### config.mk
export PLATFORM = sky130hd
export DESIGN_NAME = input_snapshot
export DESIGN_NICKNAME = d
export VERILOG_FILES = /design/src/rtl/input_snapshot.sv
export SDC_FILE = /design/constraint.sdc
export NUM_CORES = 1
export LEC_CHECK = 0
export ABC_AREA = 1
export BUFFER_PORTS_ARGS = -buffer_cell sky130_fd_sc_hd__buf_2
export CAP_MARGIN = 10
export CELL_PAD_IN_SITES_DETAIL_PLACEMENT = 0
export CELL_PAD_IN_SITES_GLOBAL_PLACEMENT = 1
export CORE_MARGIN = 2
export CORE_UTILIZATION = 45
export DETAILED_ROUTE_END_ITERATION = 12
export PLACE_DENSITY = 0.85
export SLEW_MARGIN = 20
export SYNTH_ARGS = -nofsm -noshare
export SYNTH_HDL_FRONTEND = slang
export SYNTH_SLANG_ARGS = --single-unit
export TNS_END_PERCENT = 1
### constraint.sdc
create_clock -name clk_sys -period 6.55 [get_ports clk_sys]
set_clock_uncertainty 0.1 [all_clocks]
set_input_delay 0.655 -clock clk_sys [delete_from_list [all_inputs] [get_ports clk_sys]]
set_output_delay 0.655 -clock clk_sys [all_outputs]
set_load 0.01 [all_outputs]
### src/rtl/input_snapshot.sv
// Per-player input snapshot block: latches controller state on the vblank rising edge,
// accumulates spinner deltas between frames and exposes everything through a byte register map.
module input_snapshot #(
    parameter int PLAYERS  = 6,
    parameter int SPIN_SAT = 32767
) (
    input  logic                   clk_sys,
    input  logic                   reset,
    input  logic                   vblank,
    input  logic [PLAYERS*32-1:0]  joystick,
    input  logic [PLAYERS*16-1:0]  analog,
    input  logic [PLAYERS*8-1:0]   paddle,
    input  logic [PLAYERS*9-1:0]   spinner,
    input  logic [7:0]             cpu_addr,
    input  logic                   cpu_rd,
    input  logic                   cpu_wr,
    input  logic [7:0]             cpu_din,
    output logic [7:0]             cpu_dout,
    output logic                   irq
);

    localparam logic signed [16:0] SAT_P = 17'(SPIN_SAT);
    localparam logic signed [16:0] SAT_N = -SAT_P;

    logic                vblank_q, vblank_d;
    logic [31:0]         joy_q       [PLAYERS];
    logic [31:0]         joy_d       [PLAYERS];
    logic [15:0]         ana_q       [PLAYERS];
    logic [15:0]         ana_d       [PLAYERS];
    logic [7:0]          pad_q       [PLAYERS];
    logic [7:0]          pad_d       [PLAYERS];
    logic [15:0]         spin_snap_q [PLAYERS];
    logic [15:0]         spin_snap_d [PLAYERS];
    logic signed [15:0]  acc_q       [PLAYERS];
    logic signed [15:0]  acc_d       [PLAYERS];
    logic [PLAYERS-1:0]  tog_q, tog_d;
    logic [7:0]          chg_q, chg_d;
    logic [7:0]          irq_en_q, irq_en_d;
    logic [7:0]          frame_q, frame_d;
    logic [7:0]          dout_q, dout_d;
    logic                irq_q, irq_d;

    logic                capture;
    logic [7:0]          chg_set;
    logic [7:0]          w1c_mask;
    logic [7:0]          rd_data;
    logic [3:0]          rd_player;
    logic [3:0]          rd_off;
    logic                rd_hit;
    logic [31:0]         sel_joy;
    logic [15:0]         sel_ana;
    logic [7:0]          sel_pad;
    logic [15:0]         sel_spin;
    logic                sel_chg;

    function automatic logic signed [15:0] sat_add(input logic signed [15:0] a,
                                                   input logic signed [7:0]  d);
        logic signed [16:0] s;
        s = {a[15], a} + {{9{d[7]}}, d};
        if (s > SAT_P)
            return SAT_P[15:0];
        else if (s < SAT_N)
            return SAT_N[15:0];
        else
            return s[15:0];
    endfunction

    always_comb begin
        vblank_d    = vblank;
        capture     = vblank & ~vblank_q;
        joy_d       = joy_q;
        ana_d       = ana_q;
        pad_d       = pad_q;
        spin_snap_d = spin_snap_q;
        acc_d       = acc_q;
        tog_d       = tog_q;
        chg_set     = '0;

        for (int p = 0; p < PLAYERS; p++) begin
            tog_d[p] = spinner[9*p+8];
            if (capture) begin
                joy_d[p] = joystick[32*p +: 32];
                ana_d[p] = analog[16*p +: 16];
                pad_d[p] = paddle[8*p +: 8];
                // A delta arriving on the capture edge belongs to the frame being closed.
                spin_snap_d[p] = (spinner[9*p+8] != tog_q[p])
                               ? sat_add(acc_q[p], spinner[9*p +: 8])
                               : acc_q[p];
                acc_d[p] = '0;
                if (joystick[32*p +: 32] != joy_q[p])
                    chg_set[p] = 1'b1;
            end else if (spinner[9*p+8] != tog_q[p]) begin
                acc_d[p] = sat_add(acc_q[p], spinner[9*p +: 8]);
            end
        end

        frame_d  = capture ? frame_q + 8'd1 : frame_q;
        w1c_mask = (cpu_wr && cpu_addr == 8'hF0) ? cpu_din : 8'h00;
        chg_d    = (chg_q & ~w1c_mask) | chg_set;
        irq_en_d = (cpu_wr && cpu_addr == 8'hF2) ? cpu_din : irq_en_q;
        irq_d    = |(chg_q & irq_en_q);
        dout_d   = cpu_rd ? rd_data : dout_q;
    end

    always_comb begin
        rd_player = cpu_addr[7:4];
        rd_off    = cpu_addr[3:0];
        rd_hit    = 1'b0;
        sel_joy   = '0;
        sel_ana   = '0;
        sel_pad   = '0;
        sel_spin  = '0;
        sel_chg   = 1'b0;
        rd_data   = 8'hFF;

        for (int p = 0; p < PLAYERS; p++) begin
            if (rd_player == 4'(p)) begin
                rd_hit   = 1'b1;
                sel_joy  = joy_q[p];
                sel_ana  = ana_q[p];
                sel_pad  = pad_q[p];
                sel_spin = spin_snap_q[p];
                sel_chg  = chg_q[p];
            end
        end

        if (rd_player == 4'hF) begin
            case (rd_off)
                4'h0:    rd_data = chg_q;
                4'h1:    rd_data = frame_q;
                4'h2:    rd_data = irq_en_q;
                default: rd_data = 8'hFF;
            endcase
        end else if (rd_hit) begin
            case (rd_off)
                4'h0:    rd_data = sel_joy[7:0];
                4'h1:    rd_data = sel_joy[15:8];
                4'h2:    rd_data = sel_joy[23:16];
                4'h3:    rd_data = sel_joy[31:24];
                4'h4:    rd_data = sel_ana[7:0];
                4'h5:    rd_data = sel_ana[15:8];
                4'h6:    rd_data = sel_pad;
                4'h7:    rd_data = sel_spin[7:0];
                4'h8:    rd_data = sel_spin[15:8];
                4'h9:    rd_data = {7'b0, sel_chg};
                default: rd_data = 8'hFF;
            endcase
        end
    end

    always_ff @(posedge clk_sys) begin
        if (reset) begin
            vblank_q <= 1'b0;
            for (int p = 0; p < PLAYERS; p++) begin
                joy_q[p]       <= '0;
                ana_q[p]       <= '0;
                pad_q[p]       <= '0;
                spin_snap_q[p] <= '0;
                acc_q[p]       <= '0;
                // Track the live toggle so the first cycle out of reset sees no delta.
                tog_q[p]       <= spinner[9*p+8];
            end
            chg_q    <= '0;
            irq_en_q <= '0;
            frame_q  <= '0;
            dout_q   <= '0;
            irq_q    <= 1'b0;
        end else begin
            vblank_q    <= vblank_d;
            joy_q       <= joy_d;
            ana_q       <= ana_d;
            pad_q       <= pad_d;
            spin_snap_q <= spin_snap_d;
            acc_q       <= acc_d;
            tog_q       <= tog_d;
            chg_q       <= chg_d;
            irq_en_q    <= irq_en_d;
            frame_q     <= frame_d;
            dout_q      <= dout_d;
            irq_q       <= irq_d;
        end
    end

    assign cpu_dout = dout_q;
    assign irq      = irq_q;

endmodule

* Word level (Yosys, flattened, before mapping) *
Index checks and enable logic that the tools add are counted.
W data, S select, Z words.

word-level totals
  input port bits = 411
  word-level logic and storage cells = 168
  output and inout port bits = 9
  bits in registers = 568

cells by class
  bitwise gates (word level) = 6
  order comparisons = 12
  add/sub/neg operators = 7
  mux-type cells = 71
  equal/unequal tests = 29
  reductions and logical operators = 6

operator list
  kind                    count
  $mux W16                30
  $mux W32                6
  $ne A32 B32 Y1          6
  $add A16 B8 Y17         6
  $gt A17 B16 Y1 const B  6
  $lt A17 B16 Y1 const B  6
  $pmux W8 S10            1
  $mux W8                 9
  $eq A4 B3 Y1 const B    6
  $mux W1                 24
  $pmux W8 S3             1
  $and A8 B8 Y8           2
  $eq A4 B2 Y1 const B    4
  $eq A8 B8 Y1 const B    2
  $eq A4 B4 Y1 const B    3
  $add A8 B1 Y8 const B   1
  $eq A4 B1 Y1 const B    2
  $logic_not A4 Y1        2
  $not A8 Y8              1
  $or A8 B6 Y8            1
  $reduce_or A8 Y1        1
  $ne A1 B1 Y1            6
  $logic_and A1 B1 Y1     2
  $reduce_or A2 Y1        1
  2 further kinds         2

* Depth between registers and ports, before layout *
  depth in word-level cells = 10
  gate-level depth with buffers = 22
  gate-level depth less buffers = 21

* Worst setup path after synthesis *
Ideal clock, no wire load.

  kind = input to register
  start = input spinner[45]
  end = register spin_snap_q[0] (netlist bit)
  stages = 17
  arrival time = 2.578 ns
  setup slack = 3.758 ns
  path buffers = 1
  path through = ha_1 > inv_1 > fa_1 > inv_1 > nand3_1 > nand2_2 > nand2_1 > nand2_1 > nand3b_1 > nand3_2 > xor2_2 > inv_1 > nand2_2 > buf_6 > nand3_1 > nand3_1 > nand2_1

on the way
  longest elaborated chain between the ends = 5

RTL lines
  what                  line  RTL
  from (decl)           13    input logic [PLAYERS*9-1:0] spinner,
  $add A16 B8 Y17 (*)   59    s = {a[15], a} + {{9{d[7]}}, d};
  $lt A17 B16 Y1        62    else if (s < SAT_N)
  $mux W16              62
  $mux W16 (*)          60    if (s > SAT_P)
  $mux W16 (*)          --
  to (signal assigned)  173   spin_snap_q <= spin_snap_d;
  to (decl)             32    logic [15:0] spin_snap_q [PLAYERS];

Every way passes the cells marked *; elsewhere a longest branch is shown, timed or not.
A chain may end at the register's enable or synchronous reset.

* Worst setup path after layout *
  start = register acc_q[48] (netlist bit)
  end = register spin_snap_q[57] (netlist bit)

on the way
  longest elaborated chain between the ends = 5

RTL lines
  what                               line  RTL
  from (decl)                        34    logic signed [15:0] acc_q [PLAYERS];
  from (signal, indexed assignment)  159   acc_q[p] <= '0;
  from (signal assigned)             174   acc_q <= acc_d;
  $add A16 B8 Y17 (*)                59
  $lt A17 B16 Y1                     62
  $mux W16                           62
  $mux W16 (*)                       60
  $mux W16 (*)                       --

Marks and branches as above.

==> impl_metrics.prom <==
# TYPE chip_impl_metric gauge
chip_impl_metric{name="maxClockFrequency",unit="MHz"} 307
chip_impl_info{name="critical_path.startpoint_type",value="register"} 1
chip_impl_metric{name="die_area",unit="um2"} 73100
chip_impl_info{name="cpLargestDelayFamily",value="simple AND/OR/NAND/NOR gates"} 1
chip_impl_metric{name="layout.nets",unit=""} 5533
chip_impl_metric{name="worst-slew-pin-transition",unit="ns"} 1.11
chip_impl_metric{name="die_x",unit="um"} 270
chip_impl_metric{name="vias_per_cell",unit=""} 5.38
chip_impl_metric{name="power_density",unit="nW/um2"} 267
chip_impl_metric{name="drc",unit=""} 0
chip_impl_metric{name="power.leakage",unit="nW"} 18.0
chip_impl_metric{name="met2_usage_grt",unit=""} 0.524
chip_impl_metric{name="tritoncts.num_buffers",unit=""} 66
chip_impl_metric{name="ys.warnings.count",unit=""} 0
chip_impl_metric{name="timing.hold.worst_path_depth",unit=""} 1
chip_impl_info{name="cpMaxStageDelayCell",value="sky130_fd_sc_hd__a21oi_1"} 1
chip_impl_metric{name="postSynthAreaPerCell",unit="um2"} 6.79
chip_impl_metric{name="postSynth.asyncResetShare",unit=""} 0
chip_impl_info{name="cts_tree",value="built"} 1
chip_impl_metric{name="seq_power_share",unit=""} 0.402
chip_impl_metric{name="max-clock-path-buffers",unit=""} 3
chip_impl_metric{name="grt_use_met1",unit=""} 0.420
chip_impl_metric{name="timing.critical_path.required",unit="ns"} 6.94
chip_impl_metric{name="netSwitchingFraction",unit=""} 0.322
chip_impl_info{name="critPathKind",value="reg2reg"} 1
chip_impl_info{name="post-synth-top-count-cell",value="sky130_fd_sc_hd__nand2_1"} 1
chip_impl_metric{name="filler_cell_count_in_the_final_layout",unit=""} 7255
chip_impl_metric{name="routed-via-count",unit=""} 32300
chip_impl_info{name="yosys-top-cells-count",value="1476 x sky130_fd_sc_hd__nand2_1, 568 x sky130_fd_sc_hd__dfxtp_1, 567 x sky130_fd_sc_hd__inv_1"} 1
chip_impl_metric{name="grt_max_degree",unit=""} 159
chip_impl_metric{name="min_period_over_period",unit=""} 0.497
chip_impl_metric{name="number_of_synthesized_flops_with_an_enable_pin",unit=""} 0
chip_impl_metric{name="area_growth",unit="%"} 15.1
chip_impl_metric{name="detailedRoute.firstPassIterationCount",unit=""} 5
chip_impl_info{name="hp-class",value="in2reg"} 1
chip_impl_metric{name="totalNegativeSetupSlack",unit="ns"} 0
chip_impl_metric{name="power.ir.vdd_worst",unit="mV"} 0.169
chip_impl_metric{name="netSwitchingPower",unit="mW"} 3.16
chip_impl_info{name="yosys-top-cells-area",value="sky130_fd_sc_hd__dfxtp_1 36%, sky130_fd_sc_hd__nand2_1 17%, sky130_fd_sc_hd__inv_1 6.7%"} 1
chip_impl_info{name="top_usage_layer",value="met2"} 1
chip_impl_metric{name="internal-power",unit="mW"} 6.65
chip_impl_info{name="ys_dominant_reg_cell",value="sky130_fd_sc_hd__dfxtp_1"} 1
chip_impl_metric{name="io_buf_count",unit=""} 419
chip_impl_metric{name="grt_util_all_layers",unit=""} 0.327
chip_impl_metric{name="core",unit="um2"} 70100
chip_impl_metric{name="grt_pass1_wl",unit="um"} 183000
chip_impl_metric{name="first_global_vias",unit=""} 30200
chip_impl_metric{name="cp_num_buf_inv",unit=""} 2
chip_impl_metric{name="post-route-min-period",unit="ns"} 3.25
chip_impl_metric{name="number_of_instances_resized_during_post_cts_repair",unit=""} 0
chip_impl_metric{name="wl_per_cell",unit="um"} 20.5
chip_impl_metric{name="power.combinational.fraction",unit=""} 0.218
chip_impl_info{name="crit_top_cell",value="sky130_fd_sc_hd__nand2_1"} 1
chip_impl_metric{name="grtUsageMet3",unit=""} 0.0522
chip_impl_metric{name="residual_antenna_violating_net_count_after_detailed_routing",unit=""} 0
chip_impl_metric{name="detailedPlacementHpwl",unit="um"} 95900
chip_impl_metric{name="postCtsSetupRepairBufs",unit=""} 0
chip_impl_info{name="result_of_the_run",value="finished clean"} 1
chip_impl_metric{name="stdcell_area",unit="um2"} 36700
chip_impl_metric{name="cell_area_after_placement",unit="um2"} 34600
chip_impl_metric{name="final_hold_viol_count",unit=""} 0
chip_impl_info{name="grt_setup_unrepaired",value="false"} 1
chip_impl_metric{name="timing.slew.headroom",unit=""} 0.256
chip_impl_metric{name="syn-cell-area",unit="um2"} 31900
chip_impl_metric{name="setup_viol",unit=""} 0
chip_impl_metric{name="syn_inst",unit=""} 4699
chip_impl_metric{name="drt_iter0_markers",unit=""} 3149
chip_impl_metric{name="grt_antenna_before_repair",unit=""} 4
chip_impl_metric{name="worst_ep_arrival_time",unit="ns"} 3.64
chip_impl_metric{name="netlist-cell-type-count",unit=""} 51
chip_impl_metric{name="num_io_pins",unit=""} 420
chip_impl_metric{name="timing.max_cap.violations",unit=""} 0
chip_impl_metric{name="clock_sinks",unit=""} 568
chip_impl_metric{name="chipHeight",unit="um"} 270
chip_impl_info{name="endpoint_kind",value="register"} 1
chip_impl_metric{name="critical_path_peak_fanout",unit=""} 13
chip_impl_metric{name="cts_max_level",unit=""} 3
chip_impl_metric{name="reg2reg_depth",unit=""} 15
chip_impl_info{name="synth.largest_area_cell",value="sky130_fd_sc_hd__dfxtp_1"} 1
chip_impl_metric{name="gp_congestion",unit=""} 0.980
chip_impl_metric{name="synth-seq-cells",unit=""} 568
chip_impl_metric{name="cell_row_count",unit=""} 97
chip_impl_metric{name="syn-num-nets",unit=""} 5213
chip_impl_metric{name="grt.overflow.total",unit=""} 0
chip_impl_info{name="clockRootBuffer",value="sky130_fd_sc_hd__clkbuf_16"} 1
chip_impl_metric{name="start_util",unit=""} 0.455
chip_impl_metric{name="proportion_of_layout_cells_with_a_drive_suffix_above_1",unit=""} 0.136
chip_impl_metric{name="final-max-slew-violation-count",unit=""} 0
chip_impl_metric{name="wirelength",unit="um"} 123000
chip_impl_metric{name="timing.critical_path.depth",unit=""} 15
chip_impl_metric{name="synth_sequential_area_ratio",unit=""} 0.356
chip_impl_metric{name="postLayoutCoreUtil",unit=""} 0.524
chip_impl_metric{name="diodes",unit=""} 0
chip_impl_info{name="path_cells",value="ha_1 -> inv_1 -> fa_1 -> inv_1 -> nand3_1 -> nand2_1 -> nand2_1 -> nand2_1 -> nand3_1 -> nand3_1 -> nand2_1 -> a21oi_1 -> nand2_1 -> nand3_1 -> nand2_1"} 1
chip_impl_metric{name="yosys.area.top_type_share",unit=""} 0.356
chip_impl_metric{name="power.share.clock",unit=""} 0.380
chip_impl_metric{name="number_of_buffers_inserted_by_hold_repair_at_cts",unit=""} 0
chip_impl_metric{name="clk_pin_slew_worst_paths",unit="ns"} 0.06
chip_impl_metric{name="skew_pair_late_insertion_delay",unit="ns"} 0.62
chip_impl_metric{name="delay_of_the_slowest_cell_on_the_worst_path",unit="ns"} 0.80
[state kept, by name (all words and copies together) (netlist names)]
name / flops
tog_q: 6
frame_q: 8
pad_q: 48
vblank_q: 1
spin_snap_q: 96
joy_q: 192
ana_q: 96
irq_en_q: 8
cpu_dout: 8
chg_q: 8
acc_q: 96
irq: 1
[worst reg2reg max path: cells and delay by family, from the launching register on]
family                     cells  cell delay [ns]
AOI/OAI and AO/OA              1             0.80
adders and majority gates      2             0.62
and+or+nand+nor               10             1.12
DFF                            1             0.36
buffers and inverters          2             0.14
[worst paths after layout]
| check | from | to | slack [ns] |
|---|---|---|---|
| setup / recovery | acc_q[48] | spin_snap_q[57] | 3.30 |
| hold / removal | spinner[17] | tog_q[1] | 0.07 |
| setup reg to reg | acc_q[48] | spin_snap_q[57] | 3.30 |
| hold reg to reg | ana_q[8] | ana_q[8] | 0.35 |
[through the flow]
step / hold WS (ns) / setup WS (ns) / power [mW] / instances
after floorplan: 0.319 / 3.76 / 5.42 / 4699
after global placement: 0.333 / 2.90 / 6.11 / 5891
after detailed placement: 0.335 / 2.83 / 6.12 / 5891
after CTS: 0.0480 / 3.31 / 9.82 / 6006
after global routing: 0.0567 / 2.92 / 10.3 / 6006
final: 0.0733 / 3.30 / 9.81 / 6006
[power by group through the flow]
stage	sequential [mW]	clock (mW)	combinational, mW
floorplan	3.90	0	1.52
global placement	4.00	0	2.11
detailed placement	4.00	0	2.11
CTS	3.93	3.76	2.13
global route	3.96	3.90	2.41
finish	3.94	3.73	2.14
[cell families after synthesis]
logic type,after synthesis,share of synthesized area
fa+ha+maj,103,0.0418
flops,568,0.356
xor+xnor,150,0.0419
compound gates,769,0.157
simple gates,2344,0.309
buf+inv,765,0.0937
[layout by cell type (no fill, tap or decap), drive strengths merged, types with 2 or more instances in the layout]
cell      instances
nor3             43
nor4             10
or2              95
a41oi             2
o21ai           230
fa                6
clkinvlp          2
o21bai            7
a221oi           11
nor2            284
a22o            184
clkbuf           97
o221ai            7
nand3           327
ha               97
o2111ai          27
a21oi           174
nand2          1492
and2              7
o211ai           27
clkinv            7
nand4            61
xor2              9
o31ai             3
xnor2           141
nand3b           24
a21o              9
o22ai            79
dfxtp           568
buf             438
inv             585
a31oi             5
bufinv            3
[layer usage]
metal  vias up  part of all wire
met5         -           0.00036
met4         6             0.062
met3       281             0.067
met2      1222              0.45
met1     14900              0.42
li1      15900                 -
[area by class of cell]
cell class | instances | area (um2) | share of cell area
inverter | 579 | 2180 | 0.0593
tap | 940 | 1180 | 0.0320
clock buffer | 97 | 1930 | 0.0525
clock inverter | 18 | 215 | 0.00586
sequential | 568 | 11400 | 0.309
timing repair buffer | 438 | 2290 | 0.0623
multi-input combinational | 3366 | 17600 | 0.479
(Power assumes the default switching activity.)
